<file path="config.mk">
export PLATFORM = sky130hd
export DESIGN_NAME = output_streamer
export DESIGN_NICKNAME = d
export VERILOG_FILES = /design/src/rtl/systolic_pkg.sv /design/src/rtl/stream_fifo.sv /design/src/rtl/output_streamer.sv
export SDC_FILE = /design/constraint.sdc
export NUM_CORES = 1
export LEC_CHECK = 0
export ABC_CLOCK_PERIOD_IN_PS = 5900
export CAP_MARGIN = 10
export CORE_ASPECT_RATIO = 1.4
export CORE_UTILIZATION = 45
export CTS_CLUSTER_DIAMETER = 150
export DETAILED_ROUTE_END_ITERATION = 10
export GPL_TIMING_DRIVEN = 0
export PLACE_DENSITY_LB_ADDON = 0.1
export SYNTH_ARGS = -nofsm -noshare
export SYNTH_HDL_FRONTEND = slang
export SYNTH_SLANG_ARGS = --single-unit
export TNS_END_PERCENT = 10
</file>
<file path="constraint.sdc">
create_clock -name clk_i -period 5.9 [get_ports clk_i]
set_input_delay 0.59 -clock clk_i [delete_from_list [all_inputs] [get_ports clk_i]]
set_output_delay 0.59 -clock clk_i [all_outputs]
set_load 0.02 [all_outputs]
</file>
<file path="src/rtl/systolic_pkg.sv">
// Shared defaults and FSM state type for the systolic result path.
package systolic_pkg;

    localparam int DEFAULT_N          = 3;
    localparam int DEFAULT_DATA_WIDTH = 32;

    typedef enum logic [1:0] {
        ST_IDLE   = 2'd0,
        ST_STREAM = 2'd1,
        ST_FLUSH  = 2'd2,
        ST_DONE   = 2'd3
    } stream_state_t;

endpackage

</file>
<file path="src/rtl/stream_fifo.sv">
// Small power-of-two FIFO; head is visible on pop_dat_o while not empty.
// Push into a full FIFO is accepted only together with a pop.
module stream_fifo #(
    parameter int WIDTH = 33,
    parameter int DEPTH = 2
) (
    input  logic                   clk_i,
    input  logic                   rst_i,
    input  logic                   push_i,
    input  logic [WIDTH-1:0]       push_dat_i,
    input  logic                   pop_i,
    output logic [WIDTH-1:0]       pop_dat_o,
    output logic                   full_o,
    output logic                   empty_o,
    output logic [$clog2(DEPTH):0] count_o
);
    localparam int PW = $clog2(DEPTH);

    logic [WIDTH-1:0] r_mem [DEPTH];
    logic [PW-1:0]    r_wr_ptr;
    logic [PW-1:0]    r_rd_ptr;
    logic [PW:0]      r_count;
    logic             w_do_push;
    logic             w_do_pop;

    assign empty_o   = (r_count == '0);
    assign full_o    = (r_count == (PW+1)'(DEPTH));
    assign count_o   = r_count;
    assign pop_dat_o = r_mem[r_rd_ptr];
    assign w_do_pop  = pop_i & ~empty_o;
    assign w_do_push = push_i & (~full_o | w_do_pop);

    always_ff @(posedge clk_i) begin
        if (w_do_push) begin
            r_mem[r_wr_ptr] <= push_dat_i;
        end
    end

    always_ff @(posedge clk_i or posedge rst_i) begin
        if (rst_i) begin
            r_wr_ptr <= '0;
            r_rd_ptr <= '0;
            r_count  <= '0;
        end else begin
            if (w_do_push) begin
                r_wr_ptr <= r_wr_ptr + PW'(1);
            end
            if (w_do_pop) begin
                r_rd_ptr <= r_rd_ptr + PW'(1);
            end
            unique case ({w_do_push, w_do_pop})
                2'b10:   r_count <= r_count + (PW+1)'(1);
                2'b01:   r_count <= r_count - (PW+1)'(1);
                default: r_count <= r_count;
            endcase
        end
    end

endmodule

</file>
<file path="src/rtl/output_streamer.sv">
// Streams the result SRAM out in address order on a valid/ready port.
// First element 3 cycles after the trigger edge; reads are credit-limited to FIFO_DEPTH.
module output_streamer
    import systolic_pkg::*;
#(
    parameter int N          = DEFAULT_N,
    parameter int DATA_WIDTH = DEFAULT_DATA_WIDTH,
    parameter int SRAM_DEPTH = N * N,
    parameter int FIFO_DEPTH = 2
) (
    input  logic                          clk_i,
    input  logic                          rst_i,
    input  logic                          collection_complete_i,
    output logic                          sram_read_enable_o,
    output logic [$clog2(SRAM_DEPTH)-1:0] sram_read_addr_o,
    input  logic [DATA_WIDTH-1:0]         sram_read_data_i,
    input  logic                          sram_read_valid_i,
    output logic [DATA_WIDTH-1:0]         m_data_o,
    output logic                          m_valid_o,
    input  logic                          m_ready_i,
    output logic                          m_last_o,
    output logic                          busy_o,
    output logic                          done_o
);
    localparam int AW = $clog2(SRAM_DEPTH);
    localparam int CW = $clog2(FIFO_DEPTH) + 1;
    localparam logic [AW-1:0] LAST_ADDR = AW'(SRAM_DEPTH - 1);

    stream_state_t     r_state;
    stream_state_t     w_state_nxt;
    logic              r_cc_q;
    logic [AW-1:0]     r_addr;
    logic [CW-1:0]     r_outstanding;
    logic              r_last_issued;
    logic              w_cc_rise;
    logic              w_rd_en;
    logic              w_push;
    logic              w_push_last;
    logic              w_pop;
    logic              w_full;
    logic              w_empty;
    logic [CW-1:0]     w_count;
    logic [CW:0]       w_used;
    logic [DATA_WIDTH:0] w_head;

    assign w_cc_rise   = collection_complete_i & ~r_cc_q;
    assign w_pop       = ~w_empty & m_ready_i;
    assign w_push      = sram_read_valid_i & (r_outstanding != '0);
    // Reads return in order, so the final outstanding read after the last issue is the tail.
    assign w_push_last = r_last_issued & (r_outstanding == CW'(1));
    assign w_used      = {1'b0, w_count} + {1'b0, r_outstanding} - (CW+1)'(w_pop);

    always_ff @(posedge clk_i or posedge rst_i) begin
        if (rst_i) begin
            r_state <= ST_IDLE;
        end else begin
            r_state <= w_state_nxt;
        end
    end

    always_comb begin
        w_state_nxt = r_state;
        unique case (r_state)
            ST_IDLE:   if (w_cc_rise) w_state_nxt = ST_STREAM;
            ST_STREAM: if (w_rd_en && (r_addr == LAST_ADDR)) w_state_nxt = ST_FLUSH;
            ST_FLUSH:  if (w_pop && w_head[DATA_WIDTH]) w_state_nxt = ST_DONE;
            ST_DONE:   w_state_nxt = ST_IDLE;
            default:   w_state_nxt = ST_IDLE;
        endcase
    end

    always_comb begin
        w_rd_en = (r_state == ST_STREAM) && (w_used < (CW+1)'(FIFO_DEPTH));
        busy_o  = (r_state == ST_STREAM) || (r_state == ST_FLUSH);
        done_o  = (r_state == ST_DONE);
    end

    always_ff @(posedge clk_i or posedge rst_i) begin
        if (rst_i) begin
            r_cc_q        <= 1'b0;
            r_addr        <= '0;
            r_outstanding <= '0;
            r_last_issued <= 1'b0;
        end else begin
            r_cc_q <= collection_complete_i;
            if ((r_state == ST_IDLE) && w_cc_rise) begin
                r_addr        <= '0;
                r_last_issued <= 1'b0;
            end else if (w_rd_en) begin
                if (r_addr == LAST_ADDR) begin
                    r_last_issued <= 1'b1;
                end else begin
                    r_addr <= r_addr + AW'(1);
                end
            end
            unique case ({w_rd_en, w_push})
                2'b10:   r_outstanding <= r_outstanding + CW'(1);
                2'b01:   r_outstanding <= r_outstanding - CW'(1);
                default: r_outstanding <= r_outstanding;
            endcase
        end
    end

    stream_fifo #(
        .WIDTH (DATA_WIDTH + 1),
        .DEPTH (FIFO_DEPTH)
    ) u_fifo (
        .clk_i      (clk_i),
        .rst_i      (rst_i),
        .push_i     (w_push),
        .push_dat_i ({w_push_last, sram_read_data_i}),
        .pop_i      (w_pop),
        .pop_dat_o  (w_head),
        .full_o     (w_full),
        .empty_o    (w_empty),
        .count_o    (w_count)
    );

    assign sram_read_enable_o = w_rd_en;
    assign sram_read_addr_o   = r_addr;
    assign m_valid_o          = ~w_empty;
    assign m_data_o           = w_empty ? '0 : w_head[DATA_WIDTH-1:0];
    assign m_last_o           = ~w_empty & w_head[DATA_WIDTH];

endmodule

</file>
; ---- Yosys cells after proc, flatten, opt, wreduce, memory -nomap -nowiden
; Memory sizes are Yosys's and may differ from the RTL's.
; Cells that the tools add are included.
[word_totals]
regBits = 14
ram_bits = 66
in_bits = 37
word_cells = 74
mem_count = 1
[classes]
addsub = 9
n_lt_le_gt_ge = 1
eq_ne = 14
mux = 15
bitwise_logic = 11
reduce_logical = 15
[memory_table]
columns = name, depth, word_bits, read_ports, rd_ports_with_merged_regs, wr, line
row1 = u_fifo.r_mem, 2, 33, 1, 0, 1, stream_fifo.sv:19  ; logic [WIDTH-1:0] r_mem [DEPTH];
[op_table]
columns = op, n
row1 = $mux 32, 1
row2 = $mux 4, 3
row3 = $eq 2x2->1 const B, 5
row4 = $reduce_bool 2->1, 5
row5 = $eq 2x1->1 const B, 4
row6 = $pmux 2 s2, 2
row7 = $pmux 2 s4, 1
row8 = $and 1x1->1, 7
row9 = $mux 2, 3
row10 = $ne 2x2->1 const B, 3
row11 = $mux 1, 5
row12 = $add 2x1->2 const B, 2
row13 = $add 4x1->4 const B, 1
row14 = $eq 4x4->1 const B, 1
row15 = $logic_and 1x1->1, 4
row16 = $logic_not 2->1, 2
row17 = $reduce_and 2->1, 2
row18 = $sub 2x1->2 const B, 2
row19 = $add 2x2->3, 1
row20 = $lt 3x2->1 const B, 1
row21 = $not 1->1, 3
row22 = $reduce_and 3->1, 1
row23 = $sub 3x1->3, 1
row24 = $add 1x1->1 const B, 2
row25 = 3 further kinds, 3

; ---- Depth between registers and ports, before layout
[depth]
ltp_word = 9
ltp_mapped = 12

; ---- Hierarchy
; Synthesis repeated with hierarchy kept, for this count alone.
[unflattened]
cells_unflattened = 233
hier_area_um2 = 3530.9
[by_module_without_submodules]
columns = module, instances, cells_each, area_per_inst_um2
row1 = stream_fifo, 1, 128, 2600.0
row2 = output_streamer, 1, 105, 930.9

; ---- Worst setup path after synthesis
; OpenSTA, ideal clock, no wires.
[synth_path]
path_kind = register to register
start = register r_outstanding[0]
end = memory u_fifo.r_mem[0][0] (enable)
setup_ps = 464
t_arrival_ps = 3238
required_ps = 5436
setup_slack_ps = 2198
path_stages_with_launch = 6
path_buffers = 1
synth_period_minus_slack_ps = 3702
cell_sequence = dfrtp_1 inv_1 ha_1 nand2b_1 clkbuf_1 nor3_1
[synth_between]
elab_chain_len = 5
[synth_rtl]
columns = item, line
row1 = start: declaration, output_streamer.sv:33  ; logic [CW-1:0] r_outstanding;
row2 = start signal: assignment, output_streamer.sv:97  ; 2'b10: r_outstanding <= r_outstanding + CW'(1);
row3 = start signal: assignment, output_streamer.sv:98  ; 2'b01: r_outstanding <= r_outstanding - CW'(1);
row4 = start signal: assignment, output_streamer.sv:99  ; default: r_outstanding <= r_outstanding;
row5 = $reduce_bool 2->1, output_streamer.sv:48  ; assign w_push = sram_read_valid_i & (r_outstanding != '0);
row6 = $and 1x1->1, output_streamer.sv:48
row7 = $and 1x1->1, stream_fifo.sv:31  ; assign w_do_push = push_i & (~full_o | w_do_pop);
row8 = $mux 1, stream_fifo.sv:34  ; if (w_do_push) begin
row9 = $mux 1 (not written as such), stream_fifo.sv:35  ; r_mem[r_wr_ptr] <= push_dat_i;
row10 = end: declaration, stream_fifo.sv:19
; Every way passes these cells.

; ---- Worst setup path in the final report
[layout_path]
start = input m_ready_i
end = output sram_read_enable_o
[layout_between]
elab_chain_len = 4
[layout_rtl]
columns = item, line
row1 = start: declaration, output_streamer.sv:20  ; input logic m_ready_i,
row2 = $and 1x1->1, output_streamer.sv:47  ; assign w_pop = ~w_empty & m_ready_i;
row3 = $sub 3x1->3, output_streamer.sv:51  ; assign w_used = {1'b0, w_count} + {1'b0, r_outstanding} - (CW+1)'(w_pop);
row4 = $lt 3x2->1, output_streamer.sv:73  ; w_rd_en = (r_state == ST_STREAM) && (w_used < (CW+1)'(FIFO_DEPTH));
row5 = $logic_and 1x1->1, output_streamer.sv:73
row6 = end: declaration, output_streamer.sv:14  ; output logic sram_read_enable_o,
; Every way passes these cells.

==> metrics.cfg <==
[timing]
drv_slew=0
setup_violations=0
period_needed_ps=3860
rsz0062_at_grt=no
finalHoldViolCount=0
worstMarginPinSlew_ps=820
fin_skew_ps=11.1
fmax_ghz=0.259
tns_ps=0
slew_headroom_pct=45.3
post-route-period-util_pct=65.5

[worst_setup_path]
crit_type=primary input to output port
crit_end=sram_read_enable_o
required_ps=5310
cp_slowest_cell=clkdlybuf4s50_1
path_common_cell=clkdlybuf4s50_1
r2r-end=r_state[1]
worstPathMaxFanout=7
cp.arrival_ps=3270
startpoint=m_ready_i
cp.depth=9
reg2reg_slack_ps=3140
rr_worst_depth=10
slowest_delay_ps=650
setup.worst_path.end_class=output port
crit_family=buffers and inverters
r2r_start=u_fifo.count_o[0]
worstPathCellList=clkdlybuf4s50_1 -> o21ai_2 -> inv_1 -> ha_1 -> nand2b_1 -> fa_1 -> nand2_1 -> nor2_1 -> clkdlybuf4s50_1
cp_num_buf_inv=3
cp-start-kind=primary input

[power]
ir_worst_vdd_uv=259
leakage_uw=0.00173
powerDensity_nw_per_um2=540

[clock_network]
cts_tree=done
cts_root_buf=clkbuf_8
numCtsBuffers=9
postCtsHoldBufs=0
cts-resized-gates=0
cts_setup_buffers=0
clk_path_buf_depth=2
clkLatencyLatePin_ps=340
h-tree-depth=3
cts.clk_slew.worst_paths_ps=80
cts.sink_count=80

[placement]
port_buffers=77
place_inst=407
dp_hpwl_um=4040
place_congestion=0.726

[global_route]
grt_use_met1_pct=18.3
grt.overflow.total=0
use_met2_pct=28.1
antenna_found_initial=0
top_usage_layer=met2
grt.total_usage_pct=16.1
grt_max_degree=34
grt_pass1_wl_um=9270
grt_pass1_vias=2002
grtUsageMet3_pct=2.62

[drt]
drc=0
vias=2015
ant_nets=0
viasPerCell=4.77
first_pass_iters=4
drt_iter0_drc=87
drt-total-wl_um=5820
wl_per_cell_um=13.8

[finish]
syn_to_final_growth_pct=33.2
layout-drive-gt1-share_pct=7.65
n_antenna_cell=0
fin_nets=372
stdcell_count=422

[die]
rows=36
dieArea_um2=7820
start_util_pct=47.5
coreArea_um2=7070
die_w_um=75.0
die_h_um=104
ios=78

[run_status]
status=finished clean

[synth]
syn_nets=281
yosysUniqueCellTypes=30
syn_inst=232
ys_seq_area_share_pct=69.4
ys_warn_count=0
netlist_area_um2=3360
syn_area_per_cell_um2=14.5
ys_ff_latch=80

[min_path]
hp-class=register to register

[job]
cap_violations=0

## worst min path at each step
stage                     startpoint                to  slack [ps]  cells after the start
finish              r_outstanding[1]  r_outstanding[1]         500                      2
global route         u_fifo.r_wr_ptr   u_fifo.r_wr_ptr         520                      1
CTS                    r_last_issued     r_last_issued         500                      2
detailed placement     r_last_issued     r_last_issued         480                      2
global placement     u_fifo.r_wr_ptr   u_fifo.r_wr_ptr         470                      1
floorplan           r_outstanding[1]  r_outstanding[1]         450                      2
## stage by stage
stage          util, %  hold slack (ps)  cell area (um^2)  total power (uW)  setup WS, ps
3_5_place_dp      60.7              480              4290              2070          2030
4_1_cts           63.3              502              4480              2450          2010
2_1_floorplan        -              453              3360              1580          2200
5_1_grt           63.3              525              4480              2580          1880
6_report          63.3              497              4480              2420          2040
3_3_place_gp      60.1              469              4250              2040           419
## worst min-delay path, stage by stage (launching register included)
cell	delay, ps
dfrtp_1	350
nand2_1	50
o21ai_0	60
## layout by cell type, fill, tap and decap left out, types with 2 or more instances in the layout
cell / Yosys / final
clkdlybuf4s50_1: 0 / 77
edfxtp_1: 66 / 66
nor2_1: 45 / 45
mux2i_1: 34 / 34
inv_1: 14 / 14
dfrtp_1: 14 / 14
ha_1: 11 / 11
clkbuf_8: 0 / 9
xnor2_1: 8 / 8
clkbuf_1: 4 / 5
nor3_1: 5 / 4
a21oi_1: 4 / 4
nand2b_1: 3 / 3
buf_2: 3 / 3
buf_6: 0 / 3
nand2_1: 2 / 2
a211oi_1: 2 / 2
clkinvlp_4: 0 / 2
## cell usage after synthesis
library cell	n	area (um^2)
o21ai_2	1	8.76
a21oi_1	4	20.0
o21ai_0	1	5.00
a211oi_1	2	15.0
xor2_1	1	8.76
dfrtp_1	14	350
nor3_1	5	25.0
nor4b_1	1	8.76
nand3_1	1	5.00
nand2b_1	3	18.8
inv_1	14	52.6
mux2i_1	34	340
clkbuf_2	1	5.00
buf_2	3	15.0
edfxtp_1	66	1980
a221o_1	1	10.0
clkbuf_1	4	15.0
nand2_1	2	7.51
and3b_1	1	8.76
nor4_1	1	6.26
buf_4	1	7.51
mux2_4	1	15.0
o21a_1	1	7.51
ha_1	11	138
and3_1	1	6.26
xnor2_1	8	70.1
nand3b_1	1	7.51
nor2_1	45	169
fa_1	1	20.0
and2_1	2	12.5
## kinds of logic after synthesis
logic type	after synthesis	synth area share, %
muxes	35	10.6
DFF	80	69.4
AOI/OAI and AO/OA	10	1.97
adders and majority gates	12	4.69
and+or+nand+nor	63	8.19
buffers and inverters	23	2.83
xor gates and xnor gates	9	2.35
## cell type report
class	instances	area [um^2]
fillers	584	2600
flip-flops and latches	80	2330
multi-input cells	129	940
repair buffers	80	805
clock buffers	10	128
well taps	95	119
clock inverters	5	57.6
inverters	14	52.6
plain buffers	9	42.5
## routing by layer
metal / wire length, um / vias to the layer above
met4: 113 / 0
met5: 0 / -
li1: - / 1001
met1: 2370 / 958
met3: 238 / 9
met2: 3100 / 47
## where the power goes
group	total, uW	internal [uW]	switching [uW]
Clock	380	193	187
Combinational	1210	552	658
Sequential	826	774	52.9
## flip-flops by register name, summed over array words and instances, names as in the netlist
register	cells
r_last_issued	1
u_fifo.count_o	2
u_fifo.r_wr_ptr	1
u_fifo.r_mem	66
r_state	2
r_outstanding	2
u_fifo.r_rd_ptr	1
sram_read_addr_o	4
r_cc_q	1
(Power assumes the default switching activity.)
